===== config.mk =====
export PLATFORM = sky130hd
export DESIGN_NAME = maze_job_arbiter
export DESIGN_NICKNAME = d
export VERILOG_FILES = /design/src/rtl/maze_job_arbiter.sv
export SDC_FILE = /design/constraint.sdc
export NUM_CORES = 1
export LEC_CHECK = 0
export CAP_MARGIN = 25
export CORE_MARGIN = 2
export CORE_UTILIZATION = 59
export DETAILED_ROUTE_END_ITERATION = 8
export GPL_TIMING_DRIVEN = 0
export PLACE_DENSITY = 0.85
export REMOVE_ABC_BUFFERS = 1
export SKIP_LAST_GASP = 1
export SLEW_MARGIN = 15
export SYNTH_ARGS = -nofsm -noshare
export SYNTH_HDL_FRONTEND = slang
export SYNTH_SLANG_ARGS = --single-unit

===== constraint.sdc =====
create_clock -name clk -period 4.7 [get_ports clk]
set_input_delay 1.41 -clock clk [delete_from_list [all_inputs] [get_ports clk]]
set_output_delay 1.41 -clock clk [all_outputs]
set_load 0.01 [all_outputs]

===== src/rtl/maze_job_arbiter.sv =====
// Round-robin arbiter sharing one MAZE solver between two clients: forwards the
// owner's maze bit stream, guards the solve with a watchdog and returns path steps.
module maze_job_arbiter #(
  parameter int MAZE_BITS = 289,
  parameter int TIMEOUT   = 1023,
  parameter int CNT_W     = 10
) (
  input  logic       clk,
  input  logic       rst_n,
  input  logic       req0,
  input  logic       req1,
  input  logic       in_valid0,
  input  logic       in_valid1,
  input  logic       in0,
  input  logic       in1,
  output logic       gnt0,
  output logic       gnt1,
  output logic       solver_in_valid,
  output logic       solver_in,
  input  logic       solver_out_valid,
  input  logic [1:0] solver_out,
  output logic       out_valid0,
  output logic       out_valid1,
  output logic [1:0] out0,
  output logic [1:0] out1,
  output logic       done0,
  output logic       done1,
  output logic [1:0] status,
  output logic [8:0] path_len
);

  typedef enum logic [2:0] {
    S_IDLE  = 3'd0,
    S_GRANT = 3'd1,
    S_LOAD  = 3'd2,
    S_SOLVE = 3'd3,
    S_DRAIN = 3'd4,
    S_DONE  = 3'd5
  } state_e;

  localparam logic [CNT_W-1:0] BITS_MAX  = CNT_W'(MAZE_BITS);
  localparam logic [CNT_W-1:0] BITS_LAST = CNT_W'(MAZE_BITS - 1);
  localparam logic [CNT_W-1:0] TMO_LAST  = CNT_W'(TIMEOUT - 1);
  localparam logic [8:0]       LEN_MAX   = 9'h1FF;

  state_e           state_q, state_d;
  logic             owner_q, owner_d;
  logic             lp_q, lp_d;
  logic [CNT_W-1:0] bitcnt_q, bitcnt_d;
  logic [CNT_W-1:0] wd_q, wd_d;
  logic             short_q, short_d;
  logic [1:0]       status_q, status_d;
  logic [8:0]       path_len_q, path_len_d;

  logic             gnt0_q, gnt1_q, siv_q, si_q;
  logic             ov0_q, ov1_q, done0_q, done1_q;
  logic [1:0]       o0_q, o1_q;

  logic             own_in_valid_s, own_in_s, fwd_in_s, fwd_out_s, gnt_act_s;

  assign own_in_valid_s = owner_q ? in_valid1 : in_valid0;
  assign own_in_s       = owner_q ? in1 : in0;
  assign fwd_in_s       = own_in_valid_s && (bitcnt_q < BITS_MAX) &&
                          ((state_q == S_GRANT) || (state_q == S_LOAD));
  assign fwd_out_s      = solver_out_valid && ((state_q == S_SOLVE) || (state_q == S_DRAIN));
  assign gnt_act_s      = (state_d == S_GRANT) || (state_d == S_LOAD) ||
                          (state_d == S_SOLVE) || (state_d == S_DRAIN);

  // Job sequencing: arbitration, bit counting, watchdog and status capture
  always_comb begin
    state_d  = state_q;
    owner_d  = owner_q;
    lp_d     = lp_q;
    bitcnt_d = bitcnt_q;
    wd_d     = wd_q;
    short_d  = short_q;
    status_d = status_q;
    case (state_q)
      S_IDLE: begin
        if (req0 || req1) begin
          state_d  = S_GRANT;
          // on a tie the client that was not served last wins
          owner_d  = (req0 && req1) ? ~lp_q : req1;
          bitcnt_d = '0;
          short_d  = 1'b0;
          status_d = 2'b00;
        end else begin
          state_d = S_IDLE;
        end
      end
      S_GRANT: begin
        if (own_in_valid_s) begin
          state_d  = S_LOAD;
          bitcnt_d = CNT_W'(1);
        end else begin
          state_d = S_GRANT;
        end
      end
      S_LOAD: begin
        if (own_in_valid_s) begin
          bitcnt_d = bitcnt_q + CNT_W'(1);
          if (bitcnt_q == BITS_LAST) begin
            state_d = S_SOLVE;
            wd_d    = '0;
          end else begin
            state_d = S_LOAD;
          end
        end else begin
          short_d = 1'b1;
          state_d = S_SOLVE;
          wd_d    = '0;
        end
      end
      S_SOLVE: begin
        wd_d = wd_q + CNT_W'(1);
        if (solver_out_valid) begin
          state_d = S_DRAIN;
        end else if (wd_q == TMO_LAST) begin
          state_d  = S_DONE;
          status_d = {1'b1, short_q};
        end else begin
          state_d = S_SOLVE;
        end
      end
      S_DRAIN: begin
        if (!solver_out_valid) begin
          state_d  = S_DONE;
          status_d = {1'b0, short_q};
        end else begin
          state_d = S_DRAIN;
        end
      end
      S_DONE: begin
        state_d = S_IDLE;
        lp_d    = owner_q;
      end
      default: begin
        state_d = S_IDLE;
      end
    endcase
  end

  // Saturating count of steps forwarded to the owner, cleared at grant
  always_comb begin
    path_len_d = path_len_q;
    if ((state_q == S_IDLE) && (state_d == S_GRANT)) begin
      path_len_d = 9'd0;
    end else if (fwd_out_s && (path_len_q != LEN_MAX)) begin
      path_len_d = path_len_q + 9'd1;
    end else begin
      path_len_d = path_len_q;
    end
  end

  // State, counters and all registered outputs
  always_ff @(posedge clk or negedge rst_n) begin
    if (!rst_n) begin
      state_q    <= S_IDLE;
      owner_q    <= 1'b0;
      lp_q       <= 1'b1;
      bitcnt_q   <= '0;
      wd_q       <= '0;
      short_q    <= 1'b0;
      status_q   <= 2'b00;
      path_len_q <= 9'd0;
      gnt0_q     <= 1'b0;
      gnt1_q     <= 1'b0;
      siv_q      <= 1'b0;
      si_q       <= 1'b0;
      ov0_q      <= 1'b0;
      ov1_q      <= 1'b0;
      o0_q       <= 2'b00;
      o1_q       <= 2'b00;
      done0_q    <= 1'b0;
      done1_q    <= 1'b0;
    end else begin
      state_q    <= state_d;
      owner_q    <= owner_d;
      lp_q       <= lp_d;
      bitcnt_q   <= bitcnt_d;
      wd_q       <= wd_d;
      short_q    <= short_d;
      status_q   <= status_d;
      path_len_q <= path_len_d;
      gnt0_q     <= gnt_act_s && !owner_d;
      gnt1_q     <= gnt_act_s && owner_d;
      siv_q      <= fwd_in_s;
      si_q       <= fwd_in_s && own_in_s;
      ov0_q      <= fwd_out_s && !owner_q;
      ov1_q      <= fwd_out_s && owner_q;
      o0_q       <= (fwd_out_s && !owner_q) ? solver_out : 2'b00;
      o1_q       <= (fwd_out_s && owner_q) ? solver_out : 2'b00;
      done0_q    <= (state_d == S_DONE) && !owner_q;
      done1_q    <= (state_d == S_DONE) && owner_q;
    end
  end

  assign gnt0            = gnt0_q;
  assign gnt1            = gnt1_q;
  assign solver_in_valid = siv_q;
  assign solver_in       = si_q;
  assign out_valid0      = ov0_q;
  assign out_valid1      = ov1_q;
  assign out0            = o0_q;
  assign out1            = o1_q;
  assign done0           = done0_q;
  assign done1           = done1_q;
  assign status          = status_q;
  assign path_len        = path_len_q;

endmodule

==> flow_results.org <==
** Logic synthesis
- The share of the Yosys chip area taken by registers is between 40% and 50%.
- Post-synthesis area per instance :: 9.93 µm²
- In this run the biggest area consumer among cell types represents a little under half of the synthesized area.
- Synth Warn # :: 0
- Share of synthesized registers carrying an async set or reset :: between 90% and 100%
- Top cell type by total area after synthesis :: sky130_fd_sc_hd__dfrtp_1
- Ranked by total cell area, the synthesized netlist is headed by sky130_fd_sc_hd__dfrtp_1 (47%), sky130_fd_sc_hd__o31ai_1 (5.6%), sky130_fd_sc_hd__a21oi_1 (3.5%).
- The cell count after synthesis came out at approximately 260.
- The synthesized netlist occupies a cell area of about 0.0026 mm².
- For this run, the leading register cell type out of synthesis is sky130_fd_sc_hd__dfrtp_1.
- Yosys mapped the design onto 50 distinct sky130hd cell types.
- The synthesized design contains 49 register bits.
- Number of enable-type register cells in the synthesized netlist :: 0

** Routing
- The routed layout has about 2100 vias.
- After detailed routing, the met2 layer carries 2530 µm of wire.
- In the routed design, unresolved DRC markers number 0.
- The first detailed-routing pass took 4 iterations.
- Summed over all layers, the routed wires come to approximately 5300 µm.
- Dividing the detail-routed via count by the number of cells gives about 6.2.
- DRT iter0 DRCs :: approximately 180
- After detailed routing, the average wire length per cell comes to between 15 and 20 µm.
- Routed met1 length :: between 2000 and 2500 µm
- The count of nets left with antenna violations once routing finished came out at 0.
- The highest layer touched by signal routing is met4.
- Wire segments on met3 add up to around 250 µm in the final route.

** Hold path
- In this run the worst hold path is classified as reg -> reg.

** Global route
- Entering global routing, the biggest net connects 30 pins.
- First-pass GRT wire length :: between 9000 and 10000 µm
- In the global route stage, overall resource usage came out at 22.9%.
- Via count of the first global-routing pass :: between 1500 and 2000
- The initial antenna violation count is 0.
- Total congestion overflow after global routing :: 0

** Timing
- Pins Over Slew Limit :: 0
- Setup repair after global routing left no endpoint under its margin.
- Time the worst path needs with I/O delays and setup :: 3150 ps
- Final worst-path cycle share :: between 60% and 70%
- Number of hold violations in the final report :: 0
- Worst clock skew :: just under 7 ps
- Total of endpoints with negative setup slack in the final report :: 0
- Worst slew pin tran :: about 840 ps
- Timing would allow up to about 0.32 GHz.
- Max transition margin :: 44.0%

** Floorplanning
- Die Span Y :: about 70 µm
- FP Rows :: 23
- Die boundary width :: around 70 µm
- Boundary Pins :: 34
- The die covers around 0.0049 mm².
- For this configuration, the core starts out at a cell density of a little over three fifths.
- Core Region :: a little over 0.004 mm²

** Setup path
- At the worst endpoint, the arrival time is ~3400 ps.
- STA classifies the critical path endpoint as a register.
- The worst setup path is launched from an input port.
- Along the worst path, the maximum fanout reaches 9.
- For the worst setup path, the data required time is ~4900 ps.
- The worst setup path is of the in -> reg kind.

** Place
- Total placed cells including tap cells :: ~340
- Last weighted congestion value of the routability-driven placer :: approximately 0.8
- Post-DP Area :: 0.00295 mm²
- HPWL reported at the end of detailed placement :: about 3800 µm
- The count of buffers added on input and output ports is 33.

** CTS
- Counting the buffers created by CTS gives 5.
- The number of setup buffers added after CTS is 0.
- Source-to-sink clock delay at the later pin of the worst-skew pair :: around 310 ps
- Clock Sink Count :: roughly 50
- Clock-pin slew was measured on the worst setup and hold paths at 90 ps.
- CTS Buffer Depth :: 2
- Clock tree synthesis selected as its root buffer the cell sky130_fd_sc_hd__clkbuf_8.
- Clock tree from TritonCTS :: yes
- Gates resized, CTS repair :: 0
- CTS built an H-tree with a depth of 2.
- Post-CTS Hold Buffers :: 0

** Flow run
- Across the run, the number of max-cap violations was 0.

** Power
- The design draws about 1.5 mW.
- IR Drop Worst-Case VDD :: approximately 0.26 mV
- Static leakage :: roughly 1.3 nW
- Power spread over the standard cell area amounts to 476 mW/mm².

** Cells and area
- Final design area excluding fillers :: roughly 0.0030 mm²
- Layout Nets :: a little over 300
- Inserted Diodes :: 0
- In the final layout, the share of cells above drive strength 1 is about 7.2%.
- Synth-to-layout area growth :: 18.9%
- Fin cells :: approximately 340
- The library cell used most frequently in the layout, excluding fill and tap cells, is sky130_fd_sc_hd__dfrtp_1.
- The library cells used most frequently in the layout, excluding fill and tap cells, are sky130_fd_sc_hd__dfrtp_1 (48), sky130_fd_sc_hd__clkdlybuf4s50_1 (32), sky130_fd_sc_hd__o31ai_1 (19).

** Run status
- Status :: finished, final reports clean
-- registers in the layout, summed over array words and instances (netlist names), 2 cells and up --
signal and count:
status 2, path_len 9, out1 2, bitcnt_q 10, out0 2, state_q 3, wd_q 10
-- per-stage QoR --
step,utilization [%],worst slack [ps],hold WS [ps],setup TNS [ps]
floorplan,-,881,463,0
global placement,71.2,-545,482,-3890
detailed placement,72.2,1240,484,0
CTS,74.5,1540,511,0
global route,74.5,1400,540,0
finish,74.5,1550,505,0
-- synthesized netlist by cell type (5+ instances only) --
| master | instances |
|---|---|
| sky130_fd_sc_hd__and3_1 | 5 |
| sky130_fd_sc_hd__mux2i_1 | 8 |
| sky130_fd_sc_hd__nor2_1 | 13 |
| sky130_fd_sc_hd__or4_1 | 8 |
| sky130_fd_sc_hd__inv_1 | 11 |
| sky130_fd_sc_hd__nor3_1 | 5 |
| sky130_fd_sc_hd__ha_1 | 6 |
| sky130_fd_sc_hd__o21ai_0 | 12 |
| sky130_fd_sc_hd__or3_1 | 6 |
| sky130_fd_sc_hd__and2_1 | 5 |
| sky130_fd_sc_hd__nand2_1 | 17 |
| sky130_fd_sc_hd__dfrtp_1 | 48 |
| sky130_fd_sc_hd__o31ai_1 | 19 |
| sky130_fd_sc_hd__nand3_1 | 7 |
| sky130_fd_sc_hd__o21a_1 | 5 |
| sky130_fd_sc_hd__nor4_1 | 5 |
| sky130_fd_sc_hd__a21oi_1 | 18 |
-- path summary, 6_finish.rpt --
check / endpoint / from / cells past startpoint / slack (ps)
max in group asynchronous: lp_q / rst_n / 2 / 3070
min reg2reg: status[1] / status[1] / 1 / 500
max reg2reg: path_len[5] / state_q[2] / 4 / 2350
min: status[1] / status[1] / 1 / 500
max: wd_q[7] / in_valid1 / 6 / 1550
min in group asynchronous: bitcnt_q[2] / rst_n / 1 / 1050
-- report_power, final --
group,switching (mW),internal (mW)
registers,0.109,0.512
logic,0.334,0.233
clock network,0.154,0.109
total,0.597,0.853
-- critical path, cell delays in order --
cell and delay, ps:
sky130_fd_sc_hd__clkdlybuf4s50_1 490, sky130_fd_sc_hd__mux2i_1 220, sky130_fd_sc_hd__a311oi_1 600, sky130_fd_sc_hd__buf_2 280, sky130_fd_sc_hd__nand4b_1 160, sky130_fd_sc_hd__mux2i_1 220
-- logic make-up (layout without fill, tap and decap cells) --
family                   count (synthesis)  after routing  share of synthesized area [%]
AO/OA/AOI/OAI                           76             76                           20.0
XOR/XNOR                                 3              3                           1.03
adder cells (fa/ha/maj)                  6              6                           2.93
multiplexers                            10             10                           4.01
AND/OR/NAND/NOR                         93             93                           20.7
buffers and inverters                   21             56                           3.42
flip-flops                              49             49                           47.9
-- routing by layer --
metal,up-vias,GRT usage [%]
met5,-,0
met4,0,6.41
met3,6,5.05
met2,52,36.6
met1,1014,31.7
li1,1042,-
-- layout make-up --
cell class | count | area, µm²
fillers | 302 | 1040
well taps | 50 | 62.6
clock inverters | 3 | 25.0
repair buffers | 37 | 360
clock buffers | 5 | 68.8
inverters | 11 | 41.3
flip-flops and latches | 49 | 1230
multi-input cells | 188 | 1260
Note: power is estimated with default switching activity, not from simulation.
